### src/rtl/alu_share_arbiter.sv
// Round-robin sequencer sharing one combinational ALU between core and debug.
// Optional NZCV flag register built when ALU_ARB_FLAGS_EN is defined.
module alu_share_arbiter #(
  parameter int W = 32
) (
  input  logic         clk,
  input  logic         reset,
  input  logic         req0,
  input  logic         req1,
  input  logic [2:0]   op0,
  input  logic [2:0]   op1,
  input  logic [W-1:0] a0,
  input  logic [W-1:0] b0,
  input  logic [W-1:0] a1,
  input  logic [W-1:0] b1,
  input  logic         s0,
  input  logic         s1,
  output logic         ack0,
  output logic         ack1,
  output logic [W-1:0] alu_a,
  output logic [W-1:0] alu_b,
  output logic [2:0]   alu_ctrl,
  input  logic [W-1:0] alu_out,
  input  logic         alu_n,
  input  logic         alu_z,
  input  logic         alu_c,
  input  logic         alu_v,
  output logic [W-1:0] rsp_data,
  output logic         rsp_valid,
  output logic         rsp_id,
  output logic [3:0]   flags,
  output logic         busy
);

  typedef enum logic [1:0] {
    IDLE = 2'd0,
    EXEC = 2'd1,
    DONE = 2'd2
  } state_t;

  state_t state;
  state_t state_nxt;

  logic last_q;
  logic id_q;
  logic any_req;
  logic gnt1;
  logic grant;

  // Round-robin pick: on a tie the requester not granted last wins
  always_comb begin
    any_req = req0 | req1;
    gnt1    = req1 & (~req0 | ~last_q);
    grant   = (state == IDLE) & any_req;
  end

  // State register
  always_ff @(posedge clk or posedge reset) begin
    if (reset) state <= IDLE;
    else       state <= state_nxt;
  end

  // Next-state and state-decoded outputs
  always_comb begin
    state_nxt = state;
    busy      = 1'b0;
    rsp_valid = 1'b0;
    ack0      = 1'b0;
    ack1      = 1'b0;
    case (state)
      IDLE: begin
        if (any_req) state_nxt = EXEC;
      end
      EXEC: begin
        busy      = 1'b1;
        state_nxt = DONE;
      end
      DONE: begin
        busy      = 1'b1;
        rsp_valid = 1'b1;
        ack0      = ~id_q;
        ack1      = id_q;
        state_nxt = IDLE;
      end
      default: state_nxt = IDLE;
    endcase
  end

  // Operand capture at grant, result capture in EXEC, pointer update in DONE
  always_ff @(posedge clk or posedge reset) begin
    if (reset) begin
      alu_a    <= '0;
      alu_b    <= '0;
      alu_ctrl <= 3'd0;
      id_q     <= 1'b0;
      last_q   <= 1'b1;
      rsp_data <= '0;
      rsp_id   <= 1'b0;
    end else begin
      if (grant) begin
        alu_a    <= gnt1 ? a1 : a0;
        alu_b    <= gnt1 ? b1 : b0;
        alu_ctrl <= gnt1 ? op1 : op0;
        id_q     <= gnt1;
      end
      if (state == EXEC) begin
        rsp_data <= alu_out;
        rsp_id   <= id_q;
      end
      if (state == DONE) last_q <= id_q;
    end
  end

`ifdef ALU_ARB_FLAGS_EN
  logic       s_q;
  logic [3:0] flags_q;

  // NZCV: arithmetic codes load all four, logical codes keep C and V
  always_ff @(posedge clk or posedge reset) begin
    if (reset) begin
      s_q     <= 1'b0;
      flags_q <= 4'b0000;
    end else begin
      if (grant) s_q <= gnt1 ? s1 : s0;
      if ((state == EXEC) && s_q) begin
        flags_q[3] <= alu_n;
        flags_q[2] <= alu_z;
        if (alu_ctrl < 3'd3) begin
          flags_q[1] <= alu_c;
          flags_q[0] <= alu_v;
        end
      end
    end
  end

  assign flags = flags_q;
`else
  logic unused_flag_inputs;

  assign unused_flag_inputs =
    ^{s0, s1, alu_n, alu_z, alu_c, alu_v};
  assign flags = 4'b0000;
`endif

endmodule

### config.mk
export PLATFORM = sky130hd
export DESIGN_NAME = alu_share_arbiter
export DESIGN_NICKNAME = d
export VERILOG_FILES = /design/src/rtl/alu_share_arbiter.sv
export SDC_FILE = /design/constraint.sdc
export NUM_CORES = 1
export LEC_CHECK = 0
export BUFFER_PORTS_ARGS = -buffer_cell sky130_fd_sc_hd__buf_2
export CAP_MARGIN = 20
export CORE_ASPECT_RATIO = 1.75
export CORE_MARGIN = 1.5
export CORE_UTILIZATION = 35
export DETAILED_ROUTE_END_ITERATION = 16
export PLACE_DENSITY_LB_ADDON = 0.2
export SLEW_MARGIN = 25
export SYNTH_ARGS = -nofsm -noshare
export SYNTH_HDL_FRONTEND = slang
export SYNTH_SLANG_ARGS = --single-unit
### constraint.sdc
create_clock -name clk -period 3.7 [get_ports clk]
set_clock_uncertainty 0.2 [all_clocks]
set_input_delay 0 -clock clk [delete_from_list [all_inputs] [get_ports clk]]
set_output_delay 0 -clock clk [all_outputs]
set_load 0.02 [all_outputs]
# ---- Yosys cells after proc, flatten, opt, wreduce, memory -nomap -nowiden
# Index checks and enable logic that the tools add are counted.
dict set report totals {
  register_bits 104
  out_inout_bits 108
  in_bits 176
}
dict set report op_classes {
  muxes 9
  bitwise_logic 7
  eq_ne 3
  n_reduce_logical 2
}
# cell n
set ops {}
lappend ops {{$mux 32} 2}
lappend ops {{$mux 1} 4}
lappend ops {{$pmux 2 s2} 1}
lappend ops {{$mux 3} 1}
lappend ops {{$not 1->1} 3}
lappend ops {{$and 1x1->1} 2}
lappend ops {{$eq 2x1->1 const B} 1}
lappend ops {{$eq 2x2->1 const B} 1}
lappend ops {{$logic_not 2->1} 1}
lappend ops {{$mux 2} 1}
lappend ops {{$ne 2x2->1 const B} 1}
lappend ops {{$or 1x1->1} 2}
lappend ops {{$reduce_or 2->1} 1}

# ---- Longest topological paths before layout
# Gate-level depths: netlist (run 1).
dict set report depth {
  depth_word 4
  depth_mapped 7
  ltp_nobuf 5
}

# ---- Least setup slack after synthesis (run 1)
# No wires, ideal clock.
dict set report synth_timing {
  kind {register to register}
  from {register state[1]}
  to {register rsp_data[0]}
  t_required_ns 3.375
  stages_incl_launch_ff 6
  setup_ns 0.125
  arrival_ns 1.395
  synth_period_minus_slack_ns 1.719
  slack_ns 1.981
  cell_sequence {dfrtp_1 inv_1 ha_1 clkbuf_1 buf_2 mux2_2}
}
dict set report synth_between {
  elab_chain_cells 1
}
# item line
set synth_rtl {}
lappend synth_rtl {{start: declaration} 41} ;# state_t state;
lappend synth_rtl {{start signal: assignment} 60} ;# else state <= state_nxt;
lappend synth_rtl {{$eq 2x1->1} 106} ;# if (state == EXEC) begin
lappend synth_rtl {{end signal: assignment} 107} ;# rsp_data <= alu_out;
lappend synth_rtl {{end: declaration} 28} ;# output logic [W-1:0] rsp_data,
# No other way between the ends.
# A chain may end at the register's enable or synchronous reset.

# ---- Final worst setup path (run 1)
dict set report layout_timing {
  from {register state[0]}
  to {register alu_b[25]}
}
dict set report layout_between {
  elab_chain_cells 2
}
# item line
set layout_rtl {}
lappend layout_rtl {{$logic_not 2->1} 54} ;# grant = (state == IDLE) & any_req;
lappend layout_rtl {{$and 1x1->1} 54}
lappend layout_rtl {{end signal: assignment} 102} ;# alu_b <= gnt1 ? b1 : b0;
lappend layout_rtl {{end: declaration} 21} ;# output logic [W-1:0] alu_b,
# No other way between the ends.

==> results_dict.tcl, run 1 <==
set metrics [dict create \
    rows 55 \
    clk_latency_ns 0.33 \
    synth_async_sr_flop_share_pct 100 \
    vdd_drop_max_uv 378 \
    setup_viol 0 \
    dieWidth_um 90.2 \
    synthCells 462 \
    endpoint_kind "flop" \
    synth_fa_ha_area_share_pct 1.61 \
    ios 284 \
    die_area_um2 14000 \
    grt_pass1_wl_um 25300 \
    worstHoldPathCells 3 \
    cts_resized 0 \
    synthMuxAreaShare_pct 8.70 \
    fin_crit_ns 2.81 \
    outcome "complete, no violations" \
    min_to "id_q" \
    synthXorXnorAreaFrac_pct 0 \
    slew_viol_final 0 \
    syn_area_um2 4660 \
    place_congestion 0.751 \
    synth_warnings 0 \
    fin_nets 1072 \
    post-route-period-util_pct 76.0 \
    portBuffers 273 \
    hp-start "req0" \
    fin_ws_ns 0.887 \
    tightestPinTransition_ns 0.796 \
    core_area_um2 12900 \
    ant_nets 0 \
    synth-seq-cells 104 \
    die_y_um 156 \
    dr_total_vias 5063 \
    cts.sink_count 104 \
    synth_compound_area_share_pct 17.8 \
    routedWlPerCell_um 14.9 \
    crit_path_start_kind "flop" \
    drt_iter0_drc 152 \
    power_switching_mw 2.78 \
    grt_start_max_net_pins 87 \
    drv_cap 0 \
    required_ns 3.77 \
    p_comb_share_pct 55.8 \
    dp_cells 880 \
    gr-usage-all-layers_pct 22.5 \
    synth.most_common_cell "a21oi_1" \
    powerDensity_nw_per_um2 849 \
    avgSynthCellArea_um2 10.1 \
    yosysTopAreaCellShare_pct 55.3 \
    cts_root_buffer "clkbuf_16" \
    drive_above_1_share_pct 41.2 \
    clkPwrFrac_pct 15.0 \
    vias_per_cell 4.75 \
    hold_viol 0 \
    crit_family "buffers and inverters" \
    synth_top_family_by_area "compound AO/OA/AOI/OAI gates" \
    cp_max_fo 34 \
    yosysTopAreaCell "dfrtp_1" \
    synth-edff-count 0 \
    grt_pass1_vias 5336 \
    area_growth_pct 75.9 \
    drc 0 \
    rr_startpoint "state[0]" \
    critical_path.cell_chain "inv_1 > ha_1 > o21a_2 > buf_12 > nor2_1 > a21oi_2 > dlygate4sd3_1" \
    dp_slack_ns 1.39 \
    cpPeakStageDelay_ns 0.67 \
    seqPwrFrac_pct 29.2 \
    fmax_mhz 356 \
    synth_simple_gate_area_share_pct 11.2 \
    power_mw 6.96 \
    postCtsHoldBufs 169 \
    cts_tree "yes" \
    antenna_found_initial 1 \
    tns_ns 0 \
    yosysUniqueCellTypes 22 \
    synth_seq_area_share_pct 55.9 \
    start_util_pct 36.0 \
    fillers 1095 \
    regToRegEndpoint "alu_b[25]" \
    postCtsSetupBuffers 0 \
    clk_pin_slew_worst_paths_ns 0.07 \
    crit_buf_inv 3 \
    ys_top_cells_by_count "a21oi_1, dfrtp_1, nand2_1, nor2_1, mux2_2" \
    p_leak_nw 3.88 \
    slew-limit-headroom_pct 46.9 \
    switching_share_pct 40.0 \
    min_path_type "in2reg" \
    dr.pass1.iters 5 \
    grt_overflow 0 \
    stdcell_count 1066 \
    regToRegSetupSlack_ns 0.89 \
    numCtsBuffers 9 \
    synth.area.top_cells "dfrtp_1, a21oi_1, mux2_2" \
    rsz0062_at_grt "no" \
    cp.arrival_ns 2.88 \
    synthFlopType "dfrtp_1" \
    totalWireLength_um 15900 \
    htree_num_levels 3 \
    clockBufferDepth 2 \
    cpMaxStageDelayCell "o21a_2" \
    dp_hpwl_um 9880 \
    worstSetupPathType "reg2reg" \
    internal_power_mw 4.18 \
    r2r_cells 7 \
]
logic make-up (layout without fill, tap and decap cells):
kind of cell / count (synthesis) / after routing
compound gates: 139 / 139
simple gates: 137 / 137
flops: 104 / 104
buf+inv: 39 / 468
mux: 36 / 36
fa+ha+maj: 6 / 6
other cells: 1 / 5
state kept, by name (all words and copies together) (netlist names):
| name | flops |
|---|---|
| rsp_data | 32 |
| state | 2 |
| rsp_id | 1 |
| id_q | 1 |
| last_q | 1 |
| alu_ctrl | 3 |
| alu_b | 32 |
| alu_a | 32 |
layout by cell type, fill, tap and decap left out:
| cell type | count |
|---|---|
| dfrtp_1 | 103 |
| a21bo_2 | 1 |
| inv_1 | 2 |
| o21a_2 | 1 |
| buf_4 | 5 |
| nand2_1 | 67 |
| inv_6 | 1 |
| ha_1 | 6 |
| dlygate4sd3_1 | 169 |
| a21oi_1 | 104 |
| buf_16 | 1 |
| clkbuf_8 | 2 |
| o21ai_4 | 1 |
| a21boi_4 | 1 |
| nor2b_1 | 1 |
| nor2_1 | 67 |
| diode_2 | 1 |
| mux2_2 | 36 |
| a22o_1 | 1 |
| dfstp_2 | 1 |
| nor3b_1 | 1 |
| clkinv_4 | 2 |
| clkbuf_16 | 9 |
| buf_12 | 2 |
| bufinv_16 | 2 |
| buf_2 | 273 |
| conb_1 | 4 |
| a21oi_2 | 30 |
| and2_1 | 1 |
worst min-delay path: cells and delay by family:
kind | cells | cell delay, ns
AOI/OAI and AO/OA | 2 | 0.38
buffers and inverters | 1 | 0.17
per-layer routing:
metal  track usage, %  up-vias  routed length, µm
li1                 -     2395                  -
met4             13.2        0                767
met3             4.14       54                796
met5                0        -                  0
met1             24.2     2410               5930
met2             40.9      204               8410
worst max-delay path by stage:
stage / startpoint / end / slack (ns) / cells past startpoint
after floorplan: reset / alu_a[0] / 0.77 / 1
after global placement: state[0] / alu_b[0] / 1.46 / 6
after detailed placement: state[0] / alu_ctrl[0] / 1.39 / 6
after CTS: state[0] / alu_ctrl[0] / 0.84 / 7
after global routing: state[1] / alu_b[9] / 0.64 / 7
final: state[0] / alu_b[25] / 0.89 / 7
per-stage QoR:
stage	cell area [µm²]	util, %	hold slack (ns)
2_1_floorplan	4670	-	-0.0711
3_3_place_gp	6140	47.5	0.0322
3_5_place_dp	6140	47.5	0.0158
4_1_cts	8160	63.1	0.200
5_1_grt	8190	63.3	0.0842
6_report	8190	63.3	0.0591
power groups by stage:
| stage | sequential, mW | combinational (mW) | clock [mW] |
|---|---|---|---|
| 3_3_place_gp | 2.01 | 2.99 | 0 |
| 6_report | 2.03 | 3.89 | 1.04 |
| 4_1_cts | 2.02 | 3.82 | 1.07 |
| 3_5_place_dp | 2.04 | 3.05 | 0 |
| 5_1_grt | 2.10 | 4.19 | 1.11 |
| 2_1_floorplan | 2.72 | 1.35 | 0 |
area by class of cell:
cell class                 instances  area [µm²]  share of cell area, %
tap                              171         214                   2.61
clock buffer                      11         253                   3.08
inverter                           3        16.3                  0.199
multi-input combinational        322        1860                   22.8
timing repair buffer             450        3160                   38.6
sequential                       104        2600                   31.8
antenna                            1        2.50                 0.0305
clock inverter                     4        77.6                  0.947
No activity file was read; power rests on OpenSTA's default activity.
==> inputs of run 2 (changes only) <==
- ABC_AREA: default -> 1
- clock period: 3.7 -> 2.39 ns (I/O delays scaled with it)
==> run 2 against run 1 <==
Register-to-register slack got worse by 0.73 ns. Setup slack got worse by 0.73 ns. Worst hold slack worse by 0.0069 ns. Clock power is 45% higher. Core utilization decreased by 3.8 points. Sequential share of layout area is 2.3 points lower. Via count grew 15%. Power increased by 39%. Final area increased by 7.8%.
==> results_dict.tcl, run 2 <==
set metrics [dict create \
    outcome "complete, no violations" \
    switching_share_pct 42.8 \
    cts.sink_count 104 \
    totalWireLength_um 16900 \
    synth.most_common_cell "nand2_1" \
    drv_cap 0 \
    power_switching_mw 4.16 \
    drive_above_1_share_pct 30.7 \
    postCtsSetupBuffers 0 \
    min_path_type "in2async" \
    syn_area_um2 5310 \
    fmax_mhz 448 \
    tns_ns 0 \
    slew_viol_final 0 \
    die_area_um2 15900 \
    cp_max_fo 37 \
    multi_input_area_um2 1980 \
    dr_total_vias 5801 \
    yosysTopAreaCellShare_pct 48.5 \
    post-route-period-util_pct 93.5 \
    htree_num_levels 3 \
    endpoint_kind "flop" \
    synth-edff-count 0 \
    dpl-instance-area_um2 6830 \
    dp_hpwl_um 10800 \
    dr.pass1.iters 5 \
    grt_overflow 0 \
    seq_area_um2 2600 \
    powerDensity_nw_per_um2 1100 \
    synth_warnings 0 \
    yosysTopAreaCell "dfrtp_1" \
    clkPwrFrac_pct 15.6 \
    crit_path_start_kind "flop" \
    fillers 1338 \
    cts_tree "yes" \
    seqPwrFrac_pct 32.0 \
    cts_root_buffer "clkbuf_16" \
    die_y_um 166 \
    synth.area.top_cells "dfrtp_1, nand2_1, nand3_1" \
    slew-limit-headroom_pct 63.0 \
    synthCells 679 \
    core_area_um2 14800 \
    grt_pass1_vias 5754 \
    top_regs "alu_a x32, alu_b x32, rsp_data x32" \
    final_cell_mix "buf_2, nand2_1, dlygate4sd3_1" \
    start_util_pct 35.8 \
    setup_viol 0 \
    rsz0062_at_grt "no" \
    p_leak_nw 5.00 \
    dp_slack_ns 0.481 \
    fin_nets 1285 \
    cp.arrival_ns 2.31 \
    synth_async_sr_flop_share_pct 100 \
    portBuffers 273 \
    ant_nets 0 \
    grt_pass1_wl_um 26600 \
    worstSetupPathType "reg2reg" \
    synthFlopType "dfrtp_1" \
    dieWidth_um 96.1 \
    fin_crit_ns 2.23 \
    routedWlPerCell_um 13.1 \
    rows 59 \
    area_growth_pct 66.4 \
    antenna_found_initial 1 \
    clk_pin_slew_worst_paths_ns 0.08 \
    drc 0 \
    fin_ws_ns 0.156 \
    synth_seq_area_share_pct 49.0 \
    numCtsBuffers 9 \
    gr-usage-all-layers_pct 21.2 \
    ios 284 \
    avgSynthCellArea_um2 7.82 \
    tightestPinTransition_ns 0.553 \
    drt_iter0_drc 222 \
    yosysUniqueCellTypes 16 \
    ys_top_cells_by_count "nand2_1, inv_1, nand3_1" \
    hold_viol 0 \
    place_congestion 0.833 \
    final_common_cell "buf_2" \
    clockBufferDepth 2 \
    p_comb_share_pct 52.4 \
    synth-seq-cells 104 \
    vias_per_cell 4.49 \
    required_ns 2.47 \
    grt_start_max_net_pins 55 \
    final_area_um2 8830 \
    internal_power_mw 5.55 \
    vdd_drop_max_uv 546 \
    clk_latency_ns 0.33 \
]
-- run 2: cell types whose count changed in the layout (fill, tap and decap cells not counted), sizes merged, moves of 64 or more --
| cell | delta |
|---|---|
| a21oi | -134 |
| nor2 | -64 |
| inv | +141 |
| nand3 | +134 |
| nand2 | +141 |
-- run 2: per-stage QoR --
| stage | utilization [%] | hold WS (ns) | std cells | total power [mW] |
|---|---|---|---|---|
| 2_1_floorplan | - | -0.0483 | 682 | 6.17 |
| 3_3_place_gp | 46.0 | -0.106 | 1106 | 7.73 |
| 3_5_place_dp | 46.0 | -0.113 | 1106 | 7.81 |
| 4_1_cts | 59.5 | 0.0600 | 1290 | 9.81 |
| 5_1_grt | 59.5 | 0.0940 | 1291 | 10.4 |
| 6_report | 59.5 | 0.0522 | 1291 | 9.71 |
-- run 2: final cells by class --
cell class | count | share of cell area (%)
well taps | 183 | 2.59
clock buffers | 9 | 2.55
diodes | 1 | 0.0283
multi-input cells | 393 | 22.4
inverters | 141 | 6.03
flip-flops and latches | 104 | 29.5
clock inverters | 6 | 0.850
repair buffers | 454 | 36.1
-- run 2: path summary, 6_finish.rpt --
path | startpoint | end | slack [ns] | depth (start not counted)
hold / removal | reset | rsp_data[29] | 0.05 | 3
setup reg to reg | state[1] | alu_a[24] | 0.16 | 8
min in group clk | alu_out[29] | rsp_data[29] | 0.22 | 3
max in group asynchronous | reset | alu_b[22] | 1.20 | 4
setup / recovery | state[1] | alu_a[24] | 0.16 | 8
hold reg to reg | alu_b[9] | alu_b[9] | 0.27 | 2
-- run 2: logic make-up after synthesis --
group / Yosys count / synth area share, %
buffers and inverters: 185 / 14.3
other: 1 / 0.0706
DFF: 104 / 49.0
adders and majority gates: 6 / 1.41
and+or+nand+nor: 345 / 27.6
AOI/OAI and AO/OA: 5 / 0.542
muxes: 33 / 7.00
-- run 2: power by group through the flow --
stage	logic, mW	registers [mW]	clock network, mW
floorplan	1.96	4.21	0
global placement	4.63	3.11	0
detailed placement	4.68	3.13	0
CTS	5.13	3.11	1.57
global route	5.53	3.24	1.65
finish	5.08	3.11	1.51
-- run 2: worst max-delay path, cell delays in order, from the launching register on --
cell           delay (ns)
dfrtp_1              0.40
inv_1                0.15
ha_2                 0.25
inv_1                0.09
nor2_4               0.14
buf_12               0.21
nand3_1              0.10
dlygate4sd3_1        0.57
nand2_1              0.06
-- run 2: per-layer routing --
metal	wire length (µm)	vias to the layer above	part of all wire, %	track usage, %
li1	-	2883	-	-
met5	0	-	0	0
met3	950	35	5.6	3.53
met4	501	0	3.0	8.38
met1	6320	2675	37	22.7
met2	9090	208	54	39.6
-- run 2: what timing repair did --
action	4_1_cts	5_1_grt
hold endpoints to repair	178	0
endpoints found under the setup margin	0	31
hold buffers	169	0
gates resized for setup	0	2
